--- src/rtl/com_frame_loader_if.sv ---
// com_frame_loader_if
//   Bundles the two streams around the frame loader:
//     host side : host_data/host_valid/host_last in, host_ready out
//     core side : com_data_in/data_write_start/data_write_done out,
//                 output_write_done in
//   modport slave  : the loader itself
//   modport master : the environment (host plus downstream core)
interface com_frame_loader_if;
    logic [15:0] host_data;
    logic        host_valid;
    logic        host_last;
    logic        host_ready;
    logic [15:0] com_data_in;
    logic        data_write_start;
    logic        data_write_done;
    logic        output_write_done;

    modport master (
        output host_data, host_valid, host_last, output_write_done,
        input  host_ready, com_data_in, data_write_start, data_write_done
    );

    modport slave (
        input  host_data, host_valid, host_last, output_write_done,
        output host_ready, com_data_in, data_write_start, data_write_done
    );
endinterface

--- src/rtl/com_frame_loader.sv ---
// com_frame_loader
//   Buffers one frame of 16-bit host words, then replays it to the core one
//   word per cycle without gaps, then holds data_write_done until the core
//   reports output_write_done.
//
//   Ports:
//     clk, rst_n  : clock, asynchronous active-low reset
//     bus         : com_frame_loader_if.slave (host stream + core load port)
//     word_count  : words in the current frame
//     overflow    : sticky, frame was truncated at DEPTH
//     ld_state    : IDLE=00 FILL=01 STREAM=10 WAIT=11
//     checksum    : mod-2^16 sum of the frame's words
//
//   Optional feature macro: LOADER_CHECKSUM_EN (checksum is tied to 0 when
//   the macro is undefined).
//
//   state  | meaning
//   IDLE   | empty, waiting for the first word of a frame
//   FILL   | accepting words into the buffer
//   STREAM | replaying buffer[0..N-1] to the core
//   WAIT   | frame delivered, waiting for output_write_done
module com_frame_loader #(
    parameter int DEPTH = 256
) (
    input  logic                       clk,
    input  logic                       rst_n,
    com_frame_loader_if.slave          bus,
    output logic [$clog2(DEPTH+1)-1:0] word_count,
    output logic                       overflow,
    output logic [1:0]                 ld_state,
    output logic [15:0]                checksum
);
    localparam int CW = $clog2(DEPTH + 1);
    localparam int AW = $clog2(DEPTH);
    localparam logic [CW-1:0] FULL = CW'(DEPTH);

    typedef enum logic [1:0] {
        IDLE   = 2'b00,
        FILL   = 2'b01,
        STREAM = 2'b10,
        WAIT   = 2'b11
    } state_t;

    state_t        state_q, state_d;
    logic [15:0]   mem [DEPTH];
    logic [CW-1:0] rd_ptr;
    logic [CW-1:0] count_inc;
    logic          accept, first_word, rd_en, stream_end, release_frame;

    assign count_inc      = word_count + 1'b1;
    assign bus.host_ready = ((state_q == IDLE) || (state_q == FILL)) && (word_count < FULL);
    assign accept         = bus.host_valid && bus.host_ready;
    assign ld_state       = state_q;

    always_ff @(posedge clk or negedge rst_n) begin
        if (!rst_n) state_q <= IDLE;
        else        state_q <= state_d;
    end

    always_comb begin
        state_d       = state_q;
        first_word    = 1'b0;
        rd_en         = 1'b0;
        stream_end    = 1'b0;
        release_frame = 1'b0;
        case (state_q)
            IDLE: begin
                if (accept) begin
                    first_word = 1'b1;
                    state_d    = bus.host_last ? STREAM : FILL;
                end
            end
            FILL: begin
                if (accept && (bus.host_last || (count_inc == FULL))) state_d = STREAM;
            end
            STREAM: begin
                // One extra cycle after the last read lets the registered
                // read data reach the core before the state says WAIT.
                if (rd_ptr == word_count) begin
                    stream_end = 1'b1;
                    state_d    = WAIT;
                end else begin
                    rd_en = 1'b1;
                end
            end
            WAIT: begin
                if (bus.output_write_done) begin
                    release_frame = 1'b1;
                    state_d       = IDLE;
                end
            end
            default: state_d = IDLE;
        endcase
    end

    // Buffer write port; word_count doubles as the write pointer.
    always_ff @(posedge clk) begin
        if (accept) mem[word_count[AW-1:0]] <= bus.host_data;
    end

    // Registered read port; its output register is the core data output.
    always_ff @(posedge clk or negedge rst_n) begin
        if (!rst_n)     bus.com_data_in <= '0;
        else if (rd_en) bus.com_data_in <= mem[rd_ptr[AW-1:0]];
    end

    always_ff @(posedge clk or negedge rst_n) begin
        if (!rst_n) begin
            word_count           <= '0;
            rd_ptr               <= '0;
            overflow             <= 1'b0;
            bus.data_write_start <= 1'b0;
            bus.data_write_done  <= 1'b0;
        end else begin
            bus.data_write_start <= rd_en;
            if (first_word)         word_count <= CW'(1);
            else if (accept)        word_count <= count_inc;
            else if (release_frame) word_count <= '0;

            if (rd_en)              rd_ptr <= rd_ptr + 1'b1;
            else if (release_frame) rd_ptr <= '0;

            if (first_word) overflow <= 1'b0;
            else if (accept && !bus.host_last && (count_inc == FULL)) overflow <= 1'b1;

            if (stream_end)         bus.data_write_done <= 1'b1;
            else if (release_frame) bus.data_write_done <= 1'b0;
        end
    end

`ifdef LOADER_CHECKSUM_EN
    always_ff @(posedge clk or negedge rst_n) begin
        if (!rst_n)          checksum <= '0;
        else if (first_word) checksum <= bus.host_data;
        else if (accept)     checksum <= checksum + bus.host_data;
    end
`else
    assign checksum = 16'h0000;
`endif

endmodule

--- src/flat_wrapper.sv ---
// flat-port wrapper written by rule: the top's interface ports become plain ports
module com_frame_loader_flat 
#(
    parameter int DEPTH = 256
)
  (clk, rst_n, word_count, overflow, ld_state, checksum, bus_host_data, bus_host_valid, bus_host_last, bus_output_write_done, bus_host_ready, bus_com_data_in, bus_data_write_start, bus_data_write_done);
  com_frame_loader_if bus_i ();
  input  logic clk;
  input  logic rst_n;
  output logic [$clog2(DEPTH+1)-1:0] word_count;
  output logic overflow;
  output logic [1:0] ld_state;
  output logic [15:0] checksum;
  input wire logic [$bits(bus_i.host_data)-1:0] bus_host_data;
  input wire logic [$bits(bus_i.host_valid)-1:0] bus_host_valid;
  input wire logic [$bits(bus_i.host_last)-1:0] bus_host_last;
  input wire logic [$bits(bus_i.output_write_done)-1:0] bus_output_write_done;
  output wire logic [$bits(bus_i.host_ready)-1:0] bus_host_ready;
  output wire logic [$bits(bus_i.com_data_in)-1:0] bus_com_data_in;
  output wire logic [$bits(bus_i.data_write_start)-1:0] bus_data_write_start;
  output wire logic [$bits(bus_i.data_write_done)-1:0] bus_data_write_done;
  assign bus_i.host_data = bus_host_data;
  assign bus_i.host_valid = bus_host_valid;
  assign bus_i.host_last = bus_host_last;
  assign bus_i.output_write_done = bus_output_write_done;
  assign bus_host_ready = bus_i.host_ready;
  assign bus_com_data_in = bus_i.com_data_in;
  assign bus_data_write_start = bus_i.data_write_start;
  assign bus_data_write_done = bus_i.data_write_done;
  com_frame_loader #(.DEPTH(DEPTH)) u_core (.clk(clk), .rst_n(rst_n), .bus(bus_i), .word_count(word_count), .overflow(overflow), .ld_state(ld_state), .checksum(checksum));
endmodule
--- config.mk ---
export PLATFORM = sky130hd
export DESIGN_NAME = com_frame_loader_flat
export DESIGN_NICKNAME = d
export VERILOG_FILES = /design/src/rtl/com_frame_loader_if.sv /design/src/rtl/com_frame_loader.sv /design/src/flat_wrapper.sv
export SDC_FILE = /design/constraint.sdc
export NUM_CORES = 2
export LEC_CHECK = 0
export BUFFER_PORTS_ARGS = -buffer_cell sky130_fd_sc_hd__buf_2
export CAP_MARGIN = 20
export CORE_ASPECT_RATIO = 1.5
export CORE_MARGIN = 2
export CORE_UTILIZATION = 35
export DETAILED_ROUTE_END_ITERATION = 8
export SYNTH_ARGS = -nofsm -noshare
export SYNTH_HDL_FRONTEND = slang
export SYNTH_SLANG_ARGS = --single-unit
--- constraint.sdc ---
create_clock -name clk -period 3.5 [get_ports clk]
set_input_delay 0.175 -clock clk [delete_from_list [all_inputs] [get_ports clk]]
set_output_delay 0.175 -clock clk [all_outputs]
set_load 0.005 [all_outputs]
==> flow_metrics.py <==
metrics = {
    "worst_setup_path": {
        "start_kind": "register",
        "crit_path_max_fanout": 18,
        "regToRegStartpoint": "u_core.rd_ptr[0]",
        "cp.required_ns": 4.36,
        "crit_arrival_ns": 4.39,
        "reg2reg_depth": 10,
        "crit_type": "reg2reg",
        "reg2reg_to": "u_core.bus.com_data_in[11]",
        "critPathCaptureType": "register",
        "rrSetupSlack_ns": -0.03,
    },
    "global_routing": {
        "grt_max_degree": 134,
        "grt_pass1_vias": 83300,
        "grtUsageTotal_pct": 19.4,
        "grt_pass1_wl_um": 641000,
        "antenna_found_initial": 32,
        "grt_overflow": 0,
    },
    "final_layout": {
        "drive_above_1_share_pct": 28.6,
        "final_area_sq_um": 186000,
        "fin_nets": 8518,
        "area_growth_pct": 16.2,
        "nFillCells": 39600,
    },
    "timing": {
        "timing.final.crit_share_pct": 101,
        "slew_violations": 0,
        "maxSlewHeadroom_pct": 17.5,
        "fin_crit_ns": 3.53,
        "finalSetupTns_ns": -0.0281,
        "max_freq_ghz": 0.283,
        "tightest_slew_ns": 1.24,
        "fin_ws_ns": -0.0281,
        "finalSetupViolCount": 1,
        "hold-worst-slack_ns": 0.242,
        "finClkSkew_ns": 0.0432,
        "finalHoldViolCount": 0,
    },
    "yosys": {
        "synth_top_area_cell": "edfxtp_1",
        "yosys_warnings": 0,
        "synthMostInstantiatedCell": "edfxtp_1",
        "dominantRegCellSynth": "edfxtp_1",
        "synthArstFlopShare_pct": 0.943,
        "synthCells": 7578,
        "ys_ff_latch": 4135,
        "yosysUniqueCellTypes": 67,
        "synth_area_sq_um": 160000,
        "ys_seq_area_share_pct": 77.7,
        "yosys.area.top_type_share_pct": 77.0,
        "synth-edff-count": 4096,
        "synth.area.top_cells": "edfxtp_1 (77%), mux4_2 (12%), mux2i_1 (2.0%)",
        "yosys-top-cells-count": "edfxtp_1 (4,096), mux4_2 (818), nor2_1 (359)",
        "avgSynthCellArea_sq_um": 21.1,
    },
    "status": {
        "status": "finished, violations left",
        "violations": "negative setup slack",
    },
    "clock_tree": {
        "path_clk_slew_ns": 0.06,
        "cts_sinks": 4135,
        "numCtsBuffers": 354,
        "cts_htree_levels": 5,
        "worst_skew_pair.late_latency_ns": 0.93,
        "cts_buffer_depth": 4,
        "root_buffer": "clkbuf_16",
        "cts_tree": "done",
    },
    "place": {
        "dpl.hpwl_um": 292000,
        "placed_cell_area_sq_um": 174000,
        "gp_congestion": 0.883,
        "port_buffers": 51,
    },
    "drt": {
        "vias": 82000,
        "drt_iter0_drc": 9506,
        "antenna_left": 0,
        "finalWirelength_um": 457000,
        "viasPerCell": 5.57,
        "avgRoutedWirePerCell_um": 31.1,
        "first_pass_iters": 6,
        "route.detailed.drc": 0,
    },
    "die": {
        "die_y_um": 831,
        "ios": 68,
        "rows": 303,
        "fp.coreArea_sq_um": 454000,
        "dieArea_sq_um": 462000,
        "die_w_um": 555,
        "start_util_pct": 35.2,
    },
    "min_path": {
        "holdCritStartpoint": "bus_host_last",
        "worstHoldEndpoint": "u_core.ld_state[1]",
        "hold_depth": 4,
        "hold_path.class": "in2reg",
    },
    "power_and_ir_drop": {
        "p_leak_nw": 58.0,
        "vdd_drop_max_uv": 526,
        "powerDensity_nw_per_um2": 696,
    },
    "job": {
        "cap_violations": 0,
    },
}
[registers in the layout, indices dropped and copies added, names as in the netlist]
name	count
u_core.ld_state	2
u_core.word_count	9
u_core.rd_ptr	9
u_core.mem	4096
u_core.bus.data_write_start	1
u_core.overflow	1
u_core.bus.data_write_done	1
u_core.bus.com_data_in	16
[through the flow]
stage                     worst slack (ns)  util, %  power [mW]  std cells
final                              -0.0281     40.9         129      14700
after global routing              -0.00282     40.9         133      14700
after CTS                          0.00350     40.8         130      14700
after detailed placement            -0.284     38.3        90.4      14100
after global placement              -0.638     38.2        90.1      14000
after floorplan                      0.535        -        75.9       7593
[routing by layer]
| layer | track usage (%) | part of all wire [%] |
|---|---|---|
| met3 | 2.78 | 7.1 |
| met5 | 0 | 0.019 |
| met1 | 23.9 | 37 |
| met2 | 33.1 | 50 |
| met4 | 9.98 | 5.9 |
[critical path, cell delays in order (launching register included)]
cell and delay, ns:
dfrtp_4 0.47, buf_12 0.18, buf_12 0.24, buf_12 0.24
buf_4 0.22, mux2i_1 0.09, o22ai_1 0.48, o22ai_1 0.32
a211oi_1 0.55, and4_2 0.47, a221o_1 0.18
[cell usage in the layout (no fill, tap or decap), types with 17 or more instances in the layout]
master,Yosys,layout
mux2i_1,324,324
and2_1,24,23
a2111oi_0,50,36
o31ai_1,35,32
edfxtp_1,4096,4096
nor4_1,33,28
buf_12,0,117
o21ai_0,42,42
nor2b_1,45,43
bufinv_16,0,33
nor2_1,359,357
clkbuf_1,205,70
o221ai_1,65,63
o211ai_1,33,33
clkbuf_16,0,366
nor3_1,138,128
a22oi_1,129,128
a22o_1,33,33
buf_4,85,825
dfrtp_1,39,34
a31oi_1,20,20
nand3_1,42,30
clkinv_1,0,57
clkinvlp_4,0,19
dlygate4sd3_1,0,23
a211o_1,17,17
mux2_2,111,111
nand2_1,181,180
mux4_2,818,818
buf_2,139,36
nand4_1,56,56
clkinv_2,0,69
a211oi_1,70,70
o22ai_1,138,136
[power breakdown]
group	total, mW	switching [mW]	internal (mW)	leakage, nW
clock network	39.7	17.9	21.8	5.57
registers	55.1	0.453	54.7	37.3
logic	34.3	19.5	14.8	15.1
total	129	37.8	91.3	58.0
[how the worst max path moves through the flow]
| stage | endpoint | slack, ns | depth (start not counted) | from |
|---|---|---|---|---|
| finish | u_core.bus.com_data_in[11] | -0.03 | 10 | u_core.rd_ptr[0] |
| global route | u_core.bus.com_data_in[3] | -0.003 | 7 | u_core.rd_ptr[1] |
| CTS | u_core.bus.com_data_in[3] | 0.003 | 9 | u_core.rd_ptr[0] |
| detailed placement | u_core.bus.com_data_in[2] | -0.28 | 10 | u_core.rd_ptr[0] |
| global placement | u_core.bus.com_data_in[3] | -0.64 | 10 | u_core.rd_ptr[1] |
| floorplan | u_core.mem[221][0] | 0.54 | 8 | u_core.ld_state[0] |
[timing repair]
item                                     CTS  global route
resized for setup                         19            25
setup buffers                              0             0
hold buffers                              23             0
endpoints found under the setup margin     9            15
pin swaps                                  0             0
hold endpoints to repair                1520             0
[layout make-up]
| type | instances | area (sq um) | area share [%] |
|---|---|---|---|
| inverter | 13 | 51.3 | 0.0276 |
| multi-input combinational | 2957 | 33400 | 18.0 |
| tap | 5947 | 7440 | 4.01 |
| clock inverter | 195 | 1920 | 1.03 |
| clock buffer | 442 | 9500 | 5.12 |
| timing repair buffer | 1025 | 9290 | 5.00 |
| sequential | 4135 | 124000 | 66.8 |
| antenna | 8 | 20.0 | 0.0108 |
[kinds of logic after synthesis]
group,count (synthesis),share of synthesized area [%]
adder cells (fa/ha/maj),11,0.0862
multiplexers,1253,14.4
XOR/XNOR,10,0.0549
other,1,0.00235
AO/OA/AOI/OAI,728,3.43
buffers and inverters,501,1.67
flip-flops,4135,77.7
AND/OR/NAND/NOR,939,2.74
(Power assumes the default switching activity.)
